`config.mk`:
```
export PLATFORM = sky130hd
export DESIGN_NAME = ahb_bus_matrix_out_stage_n
export DESIGN_NICKNAME = d
export VERILOG_FILES = /design/src/rtl/ahb_bus_matrix_out_stage_n.sv
export SDC_FILE = /design/constraint.sdc
export NUM_CORES = 1
export LEC_CHECK = 0
export BUFFER_PORTS_ARGS = -buffer_cell sky130_fd_sc_hd__buf_2
export CAP_MARGIN = 20
export CORE_AREA = 2 2 175 177
export DETAILED_ROUTE_END_ITERATION = 12
export DIE_AREA = 0 0 177 179
export GPL_ROUTABILITY_DRIVEN = 0
export SYNTH_ARGS = -nofsm -noshare
export SYNTH_HDL_FRONTEND = slang
export SYNTH_SLANG_ARGS = --single-unit
```
`constraint.sdc`:
```
create_clock -name HCLK -period 1.7 [get_ports HCLK]
set_input_delay 0.34 -clock HCLK [delete_from_list [all_inputs] [get_ports HCLK]]
set_output_delay 0.34 -clock HCLK [all_outputs]
set_load 0.02 [all_outputs]
```
`src/rtl/ahb_bus_matrix_out_stage_n.sv`:
```
// ahb_bus_matrix_out_stage_n
//   Output stage of the AHB bus matrix, one instance per shared slave port.
//   Arbitrates between the held transfers of NUM_PORTS input stages, drives
//   the winner's address/control to the slave, then the write data of the
//   port that owns the data phase. Generates HREADYMUXM and per-port active
//   flags. Bursts (BUSY/SEQ) and locked sequences keep the current grant.
//
//   Configuration macro: AHB_OUT_STAGE_FIXED_PRIO_EN
//     defined   -> lowest requesting port index wins a free arbitration
//     undefined -> round-robin, previous winner ranks last
//
// Ports
//   HCLK, HRESETn         clock, synchronous active-low reset
//   sel_op/held_tran_op/write_op/mastlock_op   per-port HSEL/HeldTran/HWRITE/HMASTLOCK
//   trans_op/size_op/burst_op/prot_op/master_op per-port HTRANS/HSIZE/HBURST/HPROT/HMASTER
//   addr_op/auser_op/wdata_op/wuser_op         per-port HADDR/HAUSER/HWDATA/HWUSER
//   HREADYOUTM            slave HREADYOUT
//   active_op             one-hot, port owning the address phase
//   H*M                   muxed slave-side AHB signals, HREADYMUXM ready
module ahb_bus_matrix_out_stage_n #(
  parameter int unsigned NUM_PORTS = 2,
  parameter int unsigned ADDR_W    = 32,
  parameter int unsigned DATA_W    = 32,
  parameter int unsigned USER_W    = 32
) (
  input  logic                          HCLK,
  input  logic                          HRESETn,
  input  logic [NUM_PORTS-1:0]          sel_op,
  input  logic [NUM_PORTS-1:0]          held_tran_op,
  input  logic [NUM_PORTS-1:0]          write_op,
  input  logic [NUM_PORTS-1:0]          mastlock_op,
  input  logic [2*NUM_PORTS-1:0]        trans_op,
  input  logic [3*NUM_PORTS-1:0]        size_op,
  input  logic [3*NUM_PORTS-1:0]        burst_op,
  input  logic [4*NUM_PORTS-1:0]        prot_op,
  input  logic [4*NUM_PORTS-1:0]        master_op,
  input  logic [ADDR_W*NUM_PORTS-1:0]   addr_op,
  input  logic [USER_W*NUM_PORTS-1:0]   auser_op,
  input  logic [USER_W*NUM_PORTS-1:0]   wuser_op,
  input  logic [DATA_W*NUM_PORTS-1:0]   wdata_op,
  input  logic                          HREADYOUTM,
  output logic [NUM_PORTS-1:0]          active_op,
  output logic                          HSELM,
  output logic                          HWRITEM,
  output logic                          HMASTLOCKM,
  output logic                          HREADYMUXM,
  output logic [1:0]                    HTRANSM,
  output logic [2:0]                    HSIZEM,
  output logic [2:0]                    HBURSTM,
  output logic [3:0]                    HPROTM,
  output logic [3:0]                    HMASTERM,
  output logic [ADDR_W-1:0]             HADDRM,
  output logic [USER_W-1:0]             HAUSERM,
  output logic [DATA_W-1:0]             HWDATAM,
  output logic [USER_W-1:0]             HWUSERM
);

  localparam int unsigned PORT_W = (NUM_PORTS > 1) ? $clog2(NUM_PORTS) : 1;

  typedef enum logic [1:0] {
    TRN_IDLE   = 2'b00,
    TRN_BUSY   = 2'b01,
    TRN_NONSEQ = 2'b10,
    TRN_SEQ    = 2'b11
  } htrans_e;

  logic [PORT_W-1:0]    addr_in_port_q, addr_in_port_d;
  logic                 no_port_q, no_port_d;
  logic [PORT_W-1:0]    data_in_port_q;
  logic                 slave_sel_q;
  logic                 hsel_lock_q, hsel_lock_d;
  logic [NUM_PORTS-1:0] req;
  logic                 hlock_arb;
  logic                 burst_hold;
  logic                 found;
  int unsigned          rr_idx;

  assign req        = held_tran_op & sel_op;
  assign HREADYMUXM = slave_sel_q ? HREADYOUTM : 1'b1;

  // Address/control mux: all zero when no port owns the address phase.
  always_comb begin
    active_op  = '0;
    HSELM      = 1'b0;
    HWRITEM    = 1'b0;
    HMASTLOCKM = 1'b0;
    HTRANSM    = '0;
    HSIZEM     = '0;
    HBURSTM    = '0;
    HPROTM     = '0;
    HMASTERM   = '0;
    HADDRM     = '0;
    HAUSERM    = '0;
    for (int unsigned i = 0; i < NUM_PORTS; i++) begin
      if (!no_port_q && (addr_in_port_q == PORT_W'(i))) begin
        active_op[i] = 1'b1;
        HSELM        = sel_op[i];
        HWRITEM      = write_op[i];
        HMASTLOCKM   = mastlock_op[i];
        HTRANSM      = trans_op[2*i +: 2];
        HSIZEM       = size_op[3*i +: 3];
        HBURSTM      = burst_op[3*i +: 3];
        HPROTM       = prot_op[4*i +: 4];
        HMASTERM     = master_op[4*i +: 4];
        HADDRM       = addr_op[ADDR_W*i +: ADDR_W];
        HAUSERM      = auser_op[USER_W*i +: USER_W];
      end
    end
  end

  // Write-data mux follows the data-phase owner, not the current grant.
  always_comb begin
    HWDATAM = '0;
    HWUSERM = '0;
    for (int unsigned i = 0; i < NUM_PORTS; i++) begin
      if (data_in_port_q == PORT_W'(i)) begin
        HWDATAM = wdata_op[DATA_W*i +: DATA_W];
        HWUSERM = wuser_op[USER_W*i +: USER_W];
      end
    end
  end

  // Lock tracking and next-grant decision.
  always_comb begin
    hsel_lock_d    = hsel_lock_q;
    addr_in_port_d = addr_in_port_q;
    no_port_d      = no_port_q;
    found          = 1'b0;
    rr_idx         = 0;

    if (HSELM && HTRANSM[1] && HMASTLOCKM)
      hsel_lock_d = 1'b1;
    else if (!HMASTLOCKM)
      hsel_lock_d = 1'b0;

    // hsel_lock covers IDLE cycles with HSEL low inside a locked sequence.
    hlock_arb  = HMASTLOCKM & (hsel_lock_q | HSELM);
    burst_hold = !no_port_q && ((HTRANSM == TRN_BUSY) || (HTRANSM == TRN_SEQ));

    if (!hlock_arb && !burst_hold) begin
`ifdef AHB_OUT_STAGE_FIXED_PRIO_EN
      for (int unsigned i = 0; i < NUM_PORTS; i++) begin
        if (!found && req[i]) begin
          found          = 1'b1;
          addr_in_port_d = PORT_W'(i);
        end
      end
`else
      // Offsets 1..NUM_PORTS: current owner is visited last.
      for (int unsigned k = 1; k <= NUM_PORTS; k++) begin
        rr_idx = (32'(addr_in_port_q) + k) % NUM_PORTS;
        if (!found && req[rr_idx[PORT_W-1:0]]) begin
          found          = 1'b1;
          addr_in_port_d = rr_idx[PORT_W-1:0];
        end
      end
`endif
      // With no requester the index parks at its previous value.
      no_port_d = !found;
    end
  end

  always_ff @(posedge HCLK) begin
    if (!HRESETn) begin
      addr_in_port_q <= '0;
      no_port_q      <= 1'b1;
      data_in_port_q <= '0;
      slave_sel_q    <= 1'b0;
      hsel_lock_q    <= 1'b0;
    end else if (HREADYMUXM) begin
      addr_in_port_q <= addr_in_port_d;
      no_port_q      <= no_port_d;
      data_in_port_q <= addr_in_port_q;
      slave_sel_q    <= HSELM;
      hsel_lock_q    <= hsel_lock_d;
    end
  end

endmodule

```
After elaboration in Yosys (flattened, before gate mapping)
Cells that the tools add are included.
{ "totals": {"register_bits": 5, "output_inout_bits": 150, "wordCells": 70} }
{ "classes": {"n_addsub": 2, "n_lt_le_gt_ge": 2, "n_eq_ne": 3, "n_mux": 37, "n_bitwise": 4, "reduce_logical": 17} }
{ "op_table": {"columns": ["cell", "count"], "rows": [
  ["$mux W32", 6],
  ["$mux W1", 21],
  ["$mux W4", 4],
  ["$mux W3", 4],
  ["$logic_and A1 B1 Y1", 7],
  ["$logic_not A1 Y1", 5],
  ["$lt A1 B2 Y1 const B", 2],
  ["$mux W2", 2],
  ["$reduce_and A2 Y1", 2],
  ["$reduce_and A3 Y1", 1],
  ["$add A1 B1 Y1 const B", 2],
  ["$and A2 B2 Y2", 1],
  ["$eq A2 B1 Y1 const B", 1],
  ["$eq A2 B2 Y1 const B", 1],
  ["$ne A2 B1 Y1 const B", 1],
  ["$reduce_bool A2 Y1", 1],
  ["$and A1 B1 Y1", 1],
  ["$logic_or A1 B1 Y1", 1],
  ["$not A1 Y1", 1],
  ["$or A1 B1 Y1", 1]
]} }

Depth between registers and ports, before layout
{ "logic_depth": {"word_depth": 15, "depth_mapped": 5} }

Worst setup path before layout
Ideal clock, no wire load.
{ "synth_timing": {"path_type": "flip-flop to output port", "startpoint": "register addr_in_port_q", "endpoint": "output HADDRM[10]", "arrival_time_ps": 1284, "required_ps": 1360, "path_slack_ps": 76, "path_stages_with_launch": 6, "cell_sequence": "dfxtp_1 > buf_6 > buf_2 > buf_2 > mux2i_1 > nor2_1"} }
{ "synth_via": {"elab_chain_len": 4, "elab_cells_between_ends": 5} }
{ "synth_lines": {"columns": ["element", "line", "rtl"], "rows": [
  ["start: declaration", "67", "logic [PORT_W-1:0] addr_in_port_q, addr_in_port_d;"],
  ["start signal: assignment", "171", "addr_in_port_q <= addr_in_port_d;"],
  ["$not A1 Y1", "95", "if (!no_port_q && (addr_in_port_q == PORT_W'(i))) begin"],
  ["$logic_and A1 B1 Y1", "95", null],
  ["$mux W32", "95", null],
  ["$mux W32 *", "95", null],
  ["end: declaration", "52", "output logic [ADDR_W-1:0] HADDRM,"]
]} }
Every way passes the cells marked *; elsewhere a longest branch is shown, timed or not.

Worst setup path after layout
{ "layout_timing": {"startpoint": "register addr_in_port_q", "endpoint": "output HSELM"} }
{ "layout_via": {"elab_chain_len": 4, "elab_cells_between_ends": 5} }
{ "layout_lines": {"columns": ["element", "line", "rtl"], "rows": [
  ["$not A1 Y1", "95", null],
  ["$logic_and A1 B1 Y1", "95", null],
  ["$mux W1", "95", null],
  ["$mux W1 *", "95", null],
  ["end: declaration", "43", "output logic HSELM,"]
]} }
Marked as above.

==> results.md <==
- Vias: just over 4000
- Die H: 179 µm
- Final setup margin: -0.0630 ns
- H-tree depth: 1
- Synth area leaders: mux2i_1 37%, mux2_2 32%, nor2_1 14%
- CTS tree: done
- Die Width: 177 µm
- Max Fclk: 567 MHz
- CTS Buffer Depth: 2
- Initial core utilization: 7.39%
- # port buffers: 448
- Initial antenna violation count: 5
- Min Tclk post-route: ~1.8 ns
- CP startpoint kind: flip-flop
- Crit-path max FO: 8
- Post-synth top area share: a little under two fifths
- Worst hold start: HRESETn
- Post-DP HPWL: 15900 µm
- Outcome: complete, but fails checks
- Sequential fraction of the synthesis area: around 4.5%
- Peak supply drop: between 0.3 and 0.4 mV
- Post-synth EDFFs: 0
- Mapped Area: 2220 µm²
- Worst EP required: 1.36 ns
- Slew headroom: roughly 80%
- Worst Path Arrival: roughly 1.4 ns
- I/O Pins: 449
- Insertion delay to the later sink of the worst-skew pair: 0.23 ns
- Clock Sinks: 5
- Critical Setup Path Class: flip-flop to output pin
- Yosys reg bits: 5
- Final setup viols: between 60 and 70
- Total GRT Usage: 9.99%
- CTS buffer count: 3
- Worst Setup SP: addr_in_port_q$_SDFFE_PN0P_
- Yosys Warn Count: 0
- Nets: approximately 1000
- Post-synth top flop: dfxtp_1
- Synth unique cells: 22
- Top-count cell post-synth: nor2_1
- Core area: about 30000 µm²
- Power Density: roughly 440 nW/µm²
- Hold Crit Class: input port to flip-flop
- Post-synth top cells: 84 x nor2_1, 83 x mux2i_1, 64 x mux2_2
- Avg Cell Area, Syn: just under 8 µm²
- Critical Path End Type: output pin
- Post-place setup slack: -0.0915 ns
- Failing checks: negative setup slack
- Max Slew Vio Count: 0
- Setup tns final: -1.93 ns
- Drt total wl: approximately 19000 µm
- Clock Skew: around 0.0014 ns
- Number of global-route vias before repair: between 3000 and 4000
- Avg Vias per Cell: about 3.5
- FP Rows: 64
- First-pass GRT wire length: between 20000 and 25000 µm
- Pre-antenna DRT Iters: 4
- P&R area growth vs syn: 182%
- ANT nets after route: 0
- DR DRC count: 0
- Maxcap violations: 0
- Period utilization: 104%
- Static Leak: 3.22 nW
- Largest net degree at the start of global routing: slightly below 60
- Slew @ Worst Pin: between 0.3 and 0.4 ns
- GRT overflow: 0
- Worst hold slack: between 0.4 and 0.5 ns
- Reg2reg start: addr_in_port_q$_SDFFE_PN0P_
- Die area: 31700 µm²
- Unrepaired setup endpoints after global routing: true
- Share of cells above drive strength 1: between 70 and 80%
- Syn nets: around 600
- Routed WL per cell: 16.5 µm
- CTS root buffer: clkbuf_16
- Cell accounting for the most synthesized area: mux2i_1
- Cells after Synth: between 200 and 300
- Async SR Flop Fraction: 0%
- Fin. Hold Viols: 0
- DRT iter0 DRCs: between 100 and 150
- Clock slew at reported path FFs: around 0.030 ns
- Fin util: 20.9%
[metal layers]
metal	track usage, %	vias to the layer above	wire length (µm)
met5	0	-	12
met4	3.58	2	692
met3	2.95	28	1930
met2	19.9	301	10200
met1	9.57	1802	6140
li1	-	1929	-
[worst paths after layout]
| kind | to | slack [ns] | depth (start not counted) |
|---|---|---|---|
| setup / recovery | HSELM | -0.06 | 4 |
| hold / removal | no_port_q$_SDFFE_PN1P_ | 0.42 | 2 |
| setup reg to reg | no_port_q$_SDFFE_PN1P_ | 0.04 | 6 |
| hold reg to reg | hsel_lock_q$_SDFFE_PN0P_ | 0.49 | 2 |
[what timing repair did]
action	4_1_cts	5_1_grt
hold buffers	0	0
gates resized for setup	76	181
gates cloned	3	4
buffers inserted	10	3
endpoints found under the setup margin	119	142
pin swaps	4	11
[cell type report]
| cell class | count | area [µm²] |
|---|---|---|
| inverters | 2 | 7.51 |
| repair buffers | 487 | 3250 |
| well taps | 396 | 495 |
| fillers | 3340 | 23800 |
| flip-flops and latches | 5 | 111 |
| diodes | 3 | 7.51 |
| multi-input cells | 251 | 2320 |
| clock buffers | 4 | 78.8 |
[report_power, final]
part	total, mW	switching (mW)	leakage [nW]	internal (mW)
clock	0.390	0.0792	0.0382	0.311
combinational	2.25	1.09	3.14	1.16
sequential	0.151	0.0245	0.0425	0.127
[through the flow]
step / total power [mW] / cell area, µm² / instances
detailed placement: 1.93 / 5050 / 1122
CTS: 2.54 / 5580 / 1139
floorplan: 1.10 / 2220 / 284
global route: 2.96 / 6260 / 1145
global placement: 1.92 / 5050 / 1122
finish: 2.79 / 6260 / 1148
[cells by family after synthesis]
kind of cell,share of synthesized area (%)
multiplexers,69.9
flip-flops,4.51
buffers and inverters,6.26
AO/OA/AOI/OAI,2.31
AND/OR/NAND/NOR,17.0
[flip-flops by register name (all words and copies together) (netlist names)]
name,cells
addr_in_port_q,1
slave_sel_q,1
data_in_port_q,1
no_port_q,1
hsel_lock_q,1
[cell usage in the layout (no fill, tap or decap), drive strengths merged, types with 2 or more instances in the layout]
master  netlist  layout
o21ai         2       2
mux2         64      64
clkbuf       10       8
inv           2       2
nor2b         2       2
mux2i        83      83
dfxtp         5       5
diode         0       3
nor2         84      84
nand2         6       6
buf          16     482
[critical path: stages, from the launching register on]
cell	delay, ns
dfxtp_4	0.38
buf_4	0.15
mux2i_1	0.14
nor2_1	0.28
buf_2	0.25
Power figures use the tool's default switching activity.
